$ cat config.mk
export PLATFORM = sky130hd
export DESIGN_NAME = serial_subtractor_flat
export DESIGN_NICKNAME = d
export VERILOG_FILES = /design/src/rtl/serial_subtractor_pkg.sv /design/src/rtl/serial_subtractor_if.sv /design/src/rtl/fullsubtractor_cell.sv /design/src/rtl/serial_subtractor.sv /design/src/flat_wrapper.sv
export SDC_FILE = /design/constraint.sdc
export NUM_CORES = 1
export LEC_CHECK = 0
export ABC_AREA = 1
export ABC_CLOCK_PERIOD_IN_PS = 1900
export CAP_MARGIN = 20
export CORE_MARGIN = 4
export CORE_UTILIZATION = 30
export DETAILED_ROUTE_END_ITERATION = 8
export HOLD_SLACK_MARGIN = 0.12
export PLACE_DENSITY = 0.53
export REMOVE_ABC_BUFFERS = 1
export SLEW_MARGIN = 20
export SYNTH_ARGS = -nofsm -noshare
export SYNTH_HDL_FRONTEND = slang
export SYNTH_HIERARCHICAL = 1
export SYNTH_SLANG_ARGS = --single-unit
$ cat constraint.sdc
create_clock -name clk -period 1.9 [get_ports clk]
set_clock_uncertainty 0.1 [all_clocks]
set_input_delay 0.19 -clock clk [delete_from_list [all_inputs] [get_ports clk]]
set_output_delay 0.19 -clock clk [all_outputs]
set_load 0.005 [all_outputs]
$ cat src/rtl/serial_subtractor_pkg.sv
// serial_subtractor_pkg: shared FSM state encoding and default width for the
// bit-serial subtractor slice.
package serial_subtractor_pkg;

   typedef enum logic [1:0] {
      ST_IDLE  = 2'd0,
      ST_SHIFT = 2'd1,
      ST_DONE  = 2'd2
   } state_t;

   localparam int DEFAULT_WIDTH = 8;

endpackage

$ cat src/rtl/serial_subtractor_if.sv
// serial_subtractor_if: operand request (start/in_ready) and result
// (out_valid/out_ready) handshakes of the serial subtractor.
// Optional macro SERIAL_SUBTRACTOR_OVF_EN adds the signed-overflow flag ovf.
interface serial_subtractor_if
   import serial_subtractor_pkg::*;
#(
   parameter int WIDTH = DEFAULT_WIDTH
);
   logic             start;
   logic             in_ready;
   logic [WIDTH-1:0] a;
   logic [WIDTH-1:0] b;
   logic             busy;
   logic             out_valid;
   logic             out_ready;
   logic [WIDTH-1:0] diff;
   logic             bout;
`ifdef SERIAL_SUBTRACTOR_OVF_EN
   logic             ovf;

   modport master (
      output start, a, b, out_ready,
      input  in_ready, busy, out_valid, diff, bout, ovf
   );

   modport slave (
      input  start, a, b, out_ready,
      output in_ready, busy, out_valid, diff, bout, ovf
   );
`else
   modport master (
      output start, a, b, out_ready,
      input  in_ready, busy, out_valid, diff, bout
   );

   modport slave (
      input  start, a, b, out_ready,
      output in_ready, busy, out_valid, diff, bout
   );
`endif

endinterface

$ cat src/rtl/fullsubtractor_cell.sv
// fullsubtractor_cell: one-bit full subtractor, d = a - b - bin, built from two
// half-subtractor stages whose borrows are ORed.
module fullsubtractor_cell (
   input  logic a,
   input  logic b,
   input  logic bin,
   output logic d,
   output logic bout
);
   logic d1;
   logic b1;
   logic b2;

   // first half-subtractor: a - b
   assign d1 = a ^ b;
   assign b1 = ~a & b;

   // second half-subtractor: (a - b) - bin
   assign d  = d1 ^ bin;
   assign b2 = ~d1 & bin;

   assign bout = b1 | b2;

endmodule

$ cat src/rtl/serial_subtractor.sv
// serial_subtractor: bit-serial diff = a - b, LSB first, one bit per clock,
// using a single fullsubtractor_cell and a registered borrow.
// Optional macro SERIAL_SUBTRACTOR_OVF_EN adds a registered signed-overflow
// flag (ovf) on the result interface.
module serial_subtractor
   import serial_subtractor_pkg::*;
#(
   parameter int WIDTH = DEFAULT_WIDTH,
   parameter int CNT_W = $clog2(WIDTH)
) (
   input logic                clk,
   input logic                rst_n,
   serial_subtractor_if.slave bus
);
   state_t             state;
   state_t             state_nxt;
   logic [WIDTH-1:0]   a_sr;
   logic [WIDTH-1:0]   b_sr;
   logic [WIDTH-2:0]   res;
   logic [WIDTH-1:0]   diff_q;
   logic               br;
   logic               bout_q;
   logic [CNT_W-1:0]   count;
   logic               cell_d;
   logic               cell_b;
   logic               accept;
   logic               last;
   logic               retire;

   fullsubtractor_cell u_cell (
      .a    (a_sr[0]),
      .b    (b_sr[0]),
      .bin  (br),
      .d    (cell_d),
      .bout (cell_b)
   );

   assign accept = (state == ST_IDLE) && bus.start;
   assign last   = (state == ST_SHIFT) && (count == CNT_W'(WIDTH - 1));
   assign retire = (state == ST_DONE) && bus.out_ready;

   // state register
   always_ff @(posedge clk or negedge rst_n) begin
      if (!rst_n) begin
         state <= ST_IDLE;
      end else begin
         state <= state_nxt;
      end
   end

   // next-state logic
   always_comb begin
      state_nxt = state;
      case (state)
         ST_IDLE:  if (accept) state_nxt = ST_SHIFT;
         ST_SHIFT: if (last)   state_nxt = ST_DONE;
         ST_DONE:  if (retire) state_nxt = ST_IDLE;
         default:  state_nxt = ST_IDLE;
      endcase
   end

   // handshake outputs decoded from state
   always_comb begin
      bus.in_ready  = 1'b0;
      bus.busy      = 1'b0;
      bus.out_valid = 1'b0;
      case (state)
         ST_IDLE:  bus.in_ready  = 1'b1;
         ST_SHIFT: bus.busy      = 1'b1;
         ST_DONE:  bus.out_valid = 1'b1;
         default:  bus.in_ready  = 1'b0;
      endcase
   end

   // operand shifters, borrow, bit counter and result capture
   always_ff @(posedge clk or negedge rst_n) begin
      if (!rst_n) begin
         a_sr   <= '0;
         b_sr   <= '0;
         res    <= '0;
         br     <= 1'b0;
         count  <= '0;
         diff_q <= '0;
         bout_q <= 1'b0;
      end else if (accept) begin
         a_sr  <= bus.a;
         b_sr  <= bus.b;
         br    <= 1'b0;
         count <= '0;
      end else if (state == ST_SHIFT) begin
         // res keeps only the WIDTH-1 most recent bits; the current bit is
         // prepended directly when diff is captured
         res  <= (WIDTH-1)'({cell_d, res} >> 1);
         a_sr <= a_sr >> 1;
         b_sr <= b_sr >> 1;
         br   <= cell_b;
         if (last) begin
            diff_q <= {cell_d, res};
            bout_q <= cell_b;
         end else begin
            count <= count + CNT_W'(1);
         end
      end
   end

   assign bus.diff = diff_q;
   assign bus.bout = bout_q;

`ifdef SERIAL_SUBTRACTOR_OVF_EN
   logic a_msb_q;
   logic b_msb_q;
   logic ovf_q;

   // operand sign bits captured at acceptance; ovf loaded with diff, cleared on retire
   always_ff @(posedge clk or negedge rst_n) begin
      if (!rst_n) begin
         a_msb_q <= 1'b0;
         b_msb_q <= 1'b0;
         ovf_q   <= 1'b0;
      end else begin
         if (accept) begin
            a_msb_q <= bus.a[WIDTH-1];
            b_msb_q <= bus.b[WIDTH-1];
         end
         if (last) begin
            ovf_q <= (a_msb_q ^ b_msb_q) & (a_msb_q ^ cell_d);
         end else if (retire) begin
            ovf_q <= 1'b0;
         end
      end
   end

   assign bus.ovf = ovf_q;
`endif

endmodule

$ cat src/flat_wrapper.sv
// flat-port wrapper written by rule: the top's interface ports become plain ports
module serial_subtractor_flat import serial_subtractor_pkg::*;
#(
   parameter int WIDTH = DEFAULT_WIDTH,
   parameter int CNT_W = $clog2(WIDTH)
)
  (clk, rst_n, bus_start, bus_a, bus_b, bus_out_ready, bus_in_ready, bus_busy, bus_out_valid, bus_diff, bus_bout);
  serial_subtractor_if #(.WIDTH(WIDTH)) bus_i ();
  input logic clk;
  input logic rst_n;
  input wire logic [$bits(bus_i.start)-1:0] bus_start;
  input wire logic [$bits(bus_i.a)-1:0] bus_a;
  input wire logic [$bits(bus_i.b)-1:0] bus_b;
  input wire logic [$bits(bus_i.out_ready)-1:0] bus_out_ready;
  output wire logic [$bits(bus_i.in_ready)-1:0] bus_in_ready;
  output wire logic [$bits(bus_i.busy)-1:0] bus_busy;
  output wire logic [$bits(bus_i.out_valid)-1:0] bus_out_valid;
  output wire logic [$bits(bus_i.diff)-1:0] bus_diff;
  output wire logic [$bits(bus_i.bout)-1:0] bus_bout;
  assign bus_i.start = bus_start;
  assign bus_i.a = bus_a;
  assign bus_i.b = bus_b;
  assign bus_i.out_ready = bus_out_ready;
  assign bus_in_ready = bus_i.in_ready;
  assign bus_busy = bus_i.busy;
  assign bus_out_valid = bus_i.out_valid;
  assign bus_diff = bus_i.diff;
  assign bus_bout = bus_i.bout;
  serial_subtractor #(.WIDTH(WIDTH), .CNT_W(CNT_W)) u_core (.clk(clk), .rst_n(rst_n), .bus(bus_i));
endmodule
* Yosys cells after proc, flatten, opt, wreduce, memory -nomap -nowiden *
Index checks and enable logic that the tools add are counted.

storage, ports and cells
  bits in read-only memories = 0
  input bits = 20
  bits in latches = 0
  memories = 0
  bits in writable memories = 0
  flip-flop bits (word level) = 38
  word-level logic and storage cells = 49
  output and inout port bits = 12

operators by class
  eq/ne operators = 7
  order comparisons = 0
  add/sub/neg operators = 1
  shift-type cells = 0
  $mul = 0
  bitwise operators = 8
  reductions and logical operators = 9
  divide/modulo/power cells = 0
  mux-type cells = 16

operators with widths
  kind                                                              count
  8-bit 2-to-1 mux                                                  4
  3-bit 2-to-1 mux                                                  3
  2-bit by 1-bit != test with 1-bit output (second input constant)  4
  2-bit 2-to-1 mux                                                  3
  2-bit one-hot mux with 3 select lines                             1
  3-bit AND reduction                                               2
  1-bit 2-to-1 mux                                                  5
  2-bit AND reduction                                               2
  3-bit by 1-bit adder with 3-bit output (second input constant)    1
  3-bit == test (second input constant)                             1
  1-bit logical AND                                                 3
  1-bit inverter                                                    3
  1-bit AND                                                         2
  2-bit by 1-bit == test with 1-bit output (second input constant)  1
  2-bit == test (second input constant)                             1
  2-bit zero test                                                   1
  2-bit nonzero test                                                1
  1-bit XOR                                                         2
  1-bit OR                                                          1

* Longest topological paths before layout *
  word-level depth = 6
  mapped depth = 7
  mapped depth without buffers = 7

* Cells and area by module *
Netlist, hierarchy kept.

by module, submodules not included
  module               seq. area each (µm²)  area each (µm²)  cells each  times used
  serial_subtractor    950.9                 1824.2           218         1
  fullsubtractor_cell  0.0                   31.3             4           1

* Least setup slack after synthesis *
Ideal clock, no wire load.

  path type = reg-to-reg
  start point = register u_core.count[0]
  end point = register u_core.count[0]
  clock period less this slack = 1.338 ns
  stages on the path, launching flop included = 7
  arrival = 1.121 ns
  path buffers = 0
  slack = 0.562 ns
  setup time = 0.118 ns
  path through = dfrtp_1 > ha_1 > ha_1 > inv_1 > nand3_1 > nand3_1 > nand2_1

on the way
  cells in the longest elaborated chain, start to end = 4
  elaborated cells on any way between the ends = 8
  classes of those cells = 1 x add/sub; 2 x eq/ne; 3 x mux; 2 x reduce/logical

ends and longest elaborated chain
  item                                                                          line                                               source
  from (decl)                                                                   serial_subtractor.sv:23                            logic [CNT_W-1:0] count;
  from (signal assigned)                                                        serial_subtractor.sv:101                           count <= count + CNT_W'(1);
  3-bit by 1-bit adder with 3-bit output or 3-bit == test (tied branches)       serial_subtractor.sv:101, serial_subtractor.sv:39
  3-bit 2-to-1 mux or 1-bit logical AND (tied branches)                         serial_subtractor.sv:97, serial_subtractor.sv:39
  3-bit 2-to-1 mux or 2-bit by 1-bit != test with 1-bit output (tied branches)  --
  3-bit 2-to-1 mux or 2-bit AND reduction (tied branches)                       --

Parallel ways exist; a longest one is shown, timed or not. The select of a mux whose other input is x is not followed.
A chain may end at the register's enable or synchronous reset.

* Worst setup path after layout *
  start point = register u_core.state[1]
  end point = output port bus_busy

on the way
  cells in the longest elaborated chain, start to end = 2

ends and longest elaborated chain
  item                                      line                     source
  from (decl)                               serial_subtractor.sv:15  state_t state;
  from (signal assigned)                    serial_subtractor.sv:47  state <= state_nxt;
  2-bit by 1-bit == test with 1-bit output  serial_subtractor.sv:67  case (state)
  1-bit 2-to-1 mux                          serial_subtractor.sv:67
  to (decl)                                 flat_wrapper.sv:16       output wire logic [$bits(bus_i.busy)-1:0] bus_busy;

Every way passes these cells.

==> reports/metrics.yaml <==
timing:
  min_period_over_period: 0.964
  maxSlewViolCount: 0
  hold_viol: 0
  layout_setup_ws_ns: 0.0690
  setup_tns_ns: 0
  relSlewSlack: 0.674
  rsz0062_at_grt: "false"
  min_period_ns: 1.83
  tightest_slew_ns: 0.489
  fmax_mhz: 546
  setup_viol: 0
grt:
  first_global_vias: 1426
  grt_max_degree: 21
  globalRouteOverflowTotal: 0
  antenna_found_initial: 0
  grt_usage: 0.114
  grt_pass1_wl_um: 6730
worst_setup_path:
  worstRegToRegCells: 6
  crit_fanout: 13
  startpoint: "u_core/state[1]$_DFFE_PN0P_"
  r2r-end: "u_core/bus.bout$_DFFE_PN0P_"
  endpoint_kind: "primary output"
  reg2reg_slack_ns: 0.40
  worstPathArrival_ns: 1.54
  startpoint_type: "register"
  cp.required_ns: 1.61
  crit_type: "reg -> out"
  cp-endpoint: "bus_busy"
  r2r-start: "u_core/count[0]$_DFFE_PN0P_"
die:
  die_y_um: 86.6
  core_sq_um: 5960
  initial_core_util: 0.312
  ios: 32
  std_cell_rows: 28
  die_area_sq_um: 7510
  die_w_um: 86.6
status:
  status: "finished, final reports clean"
final_layout:
  drive_above_1_share: 0.112
  register_area_sq_um: 953
  nets: 281
  fillCellCount: 638
  n_antenna_cell: 0
  syn_to_final_growth_pct: 25.7
  multiInputGateArea_sq_um: 728
  final_area_sq_um: 2330
  stdcell_count: 334
route:
  ant_nets: 0
  vias: 1450
  drt_iter0_drc: 43
  drt-pass1-iter-count: 4
  routed_wl_um: 3680
  route.met2.wl_um: 1590
  viasPerCell: 4.34
  drt-met1-wl_um: 1810
  detail_route.wl_per_cell_um: 11.0
  top_layer_used: "met4"
  drc: 0
  wl_met3_um: 216
cts:
  cts_tree: "done"
  post_cts_buffers: 0
  cts_buffers: 5
  htreeDepth: 2
  cts.sinks: 38
  clk_pin_slew_ns: 0.07
  cts_max_path_buffers: 2
  cts.root.buffer_cell: "clkbuf_8"
  clock_latency_ns: 0.29
logic_synthesis:
  yosysWarnings: 6
  yosys_register_bits: 38
  synth_area_per_cell_sq_um: 8.36
  syn_inst: 222
  synthDistinctLibCells: 21
  ys_seq_area_frac: 0.512
  mappedNetlistArea_sq_um: 1860
power:
  power_uw: 3420
  p_per_area_nw_per_um2: 1470
  peakVddDrop_v: 0.000501
  power_leakage_uw: 0.00120
place:
  dpl.hpwl_um: 2710
  postPlaceCellArea_sq_um: 2220
  place_inst: 325
  io_buffers: 31
  post-place-ws_ns: 0.240
  gp_congestion: 0.717
min_path:
  hold_path_class: "in -> async"
job:
  max_cap_viol_count: 0
==> area by class of cell <==
cell class                 instances  area share
clock buffer                       6      0.0354
sequential                        38       0.409
inverter                          23      0.0435
clock inverter                     2     0.00536
tap                               75      0.0402
timing repair buffer              38       0.155
multi-input combinational        152       0.312
==> state kept, by name, summed over array words and instances, names as in the netlist <==
name / cells
u_core/a_sr: 8
u_core/b_sr: 8
u_core/br: 1
u_core/bus.bout: 1
u_core/bus.diff: 8
u_core/count: 3
u_core/res: 7
u_core/state: 2
==> what timing repair did <==
item,4_1_cts,5_1_grt
cloned,0,0
setup endpoints to repair,2,1
pin swaps,0,0
hold buffers,1,0
hold endpoints to repair,18,0
gates resized for setup,2,2
==> layout by cell type, fill, tap and decap left out, drive strengths merged <==
cell / instances
clkbuf: 7
nand2: 104
dfrtp: 38
clkdlybuf4s50: 30
inv: 22
nand4: 1
o21ai: 7
buf: 6
nor2: 3
clkinv: 2
ha: 2
clkinvlp: 1
nand3: 34
dlygate4sd3: 1
fa: 1
==> worst max-delay path: stages (launching register included) <==
cell             delay [ns]
dfrtp_2                0.46
inv_4                  0.11
nand2_8                0.09
clkinv_8               0.09
clkdlybuf4s50_1        0.50
==> synthesized netlist by cell type, drive strengths merged <==
| library cell | instances | area share |
|---|---|---|
| nor2 | 3 | 0.020 |
| inv | 23 | 0.051 |
| nand3 | 34 | 0.092 |
| dfrtp | 38 | 0.51 |
| clkbuf | 1 | 0.0074 |
| nand2 | 104 | 0.22 |
| o21ai | 7 | 0.031 |
| nand4 | 1 | 0.0034 |
| fa | 1 | 0.011 |
| buf | 8 | 0.037 |
| ha | 2 | 0.013 |
==> metrics by stage <==
step | utilization | hold slack, ns
after floorplan | - | -0.206
after global placement | 0.372 | 0.0828
after detailed placement | 0.372 | 0.0779
after CTS | 0.390 | 0.294
after global routing | 0.392 | 0.331
final | 0.392 | 0.284
==> worst min-delay path by stage <==
stage	end	slack (ns)	start
after global placement	u_core/bus.diff[4]$_DFFE_PN0P_	0.08	rst_n
after detailed placement	u_core/bus.diff[4]$_DFFE_PN0P_	0.08	rst_n
after global routing	u_core/bus.diff[4]$_DFFE_PN0P_	0.33	rst_n
after CTS	u_core/bus.diff[4]$_DFFE_PN0P_	0.29	rst_n
after floorplan	u_core/a_sr[0]$_DFFE_PN0P_	-0.21	rst_n
final	u_core/bus.diff[5]$_DFFE_PN0P_	0.28	rst_n
==> cell families (layout without fill, tap and decap cells) <==
kind of cell	Yosys count	after routing	share of synthesized area
adders and majority gates	3	3	0.0243
and+or+nand+nor	142	142	0.337
AOI/OAI and AO/OA	7	7	0.0310
DFF	38	38	0.512
buffers and inverters	32	69	0.0951
==> power by group <==
part	internal (uW)	switching, uW
registers	1170	229
clock network	292	292
logic	643	794
==> per-layer routing <==
metal  global-route usage  vias to the layer above
met1                0.150                      652
met5                    0                        -
met2                0.177                       36
met3               0.0333                        7
met4               0.0425                        0
li1                     -                      755
Power figures use the tool's default switching activity.
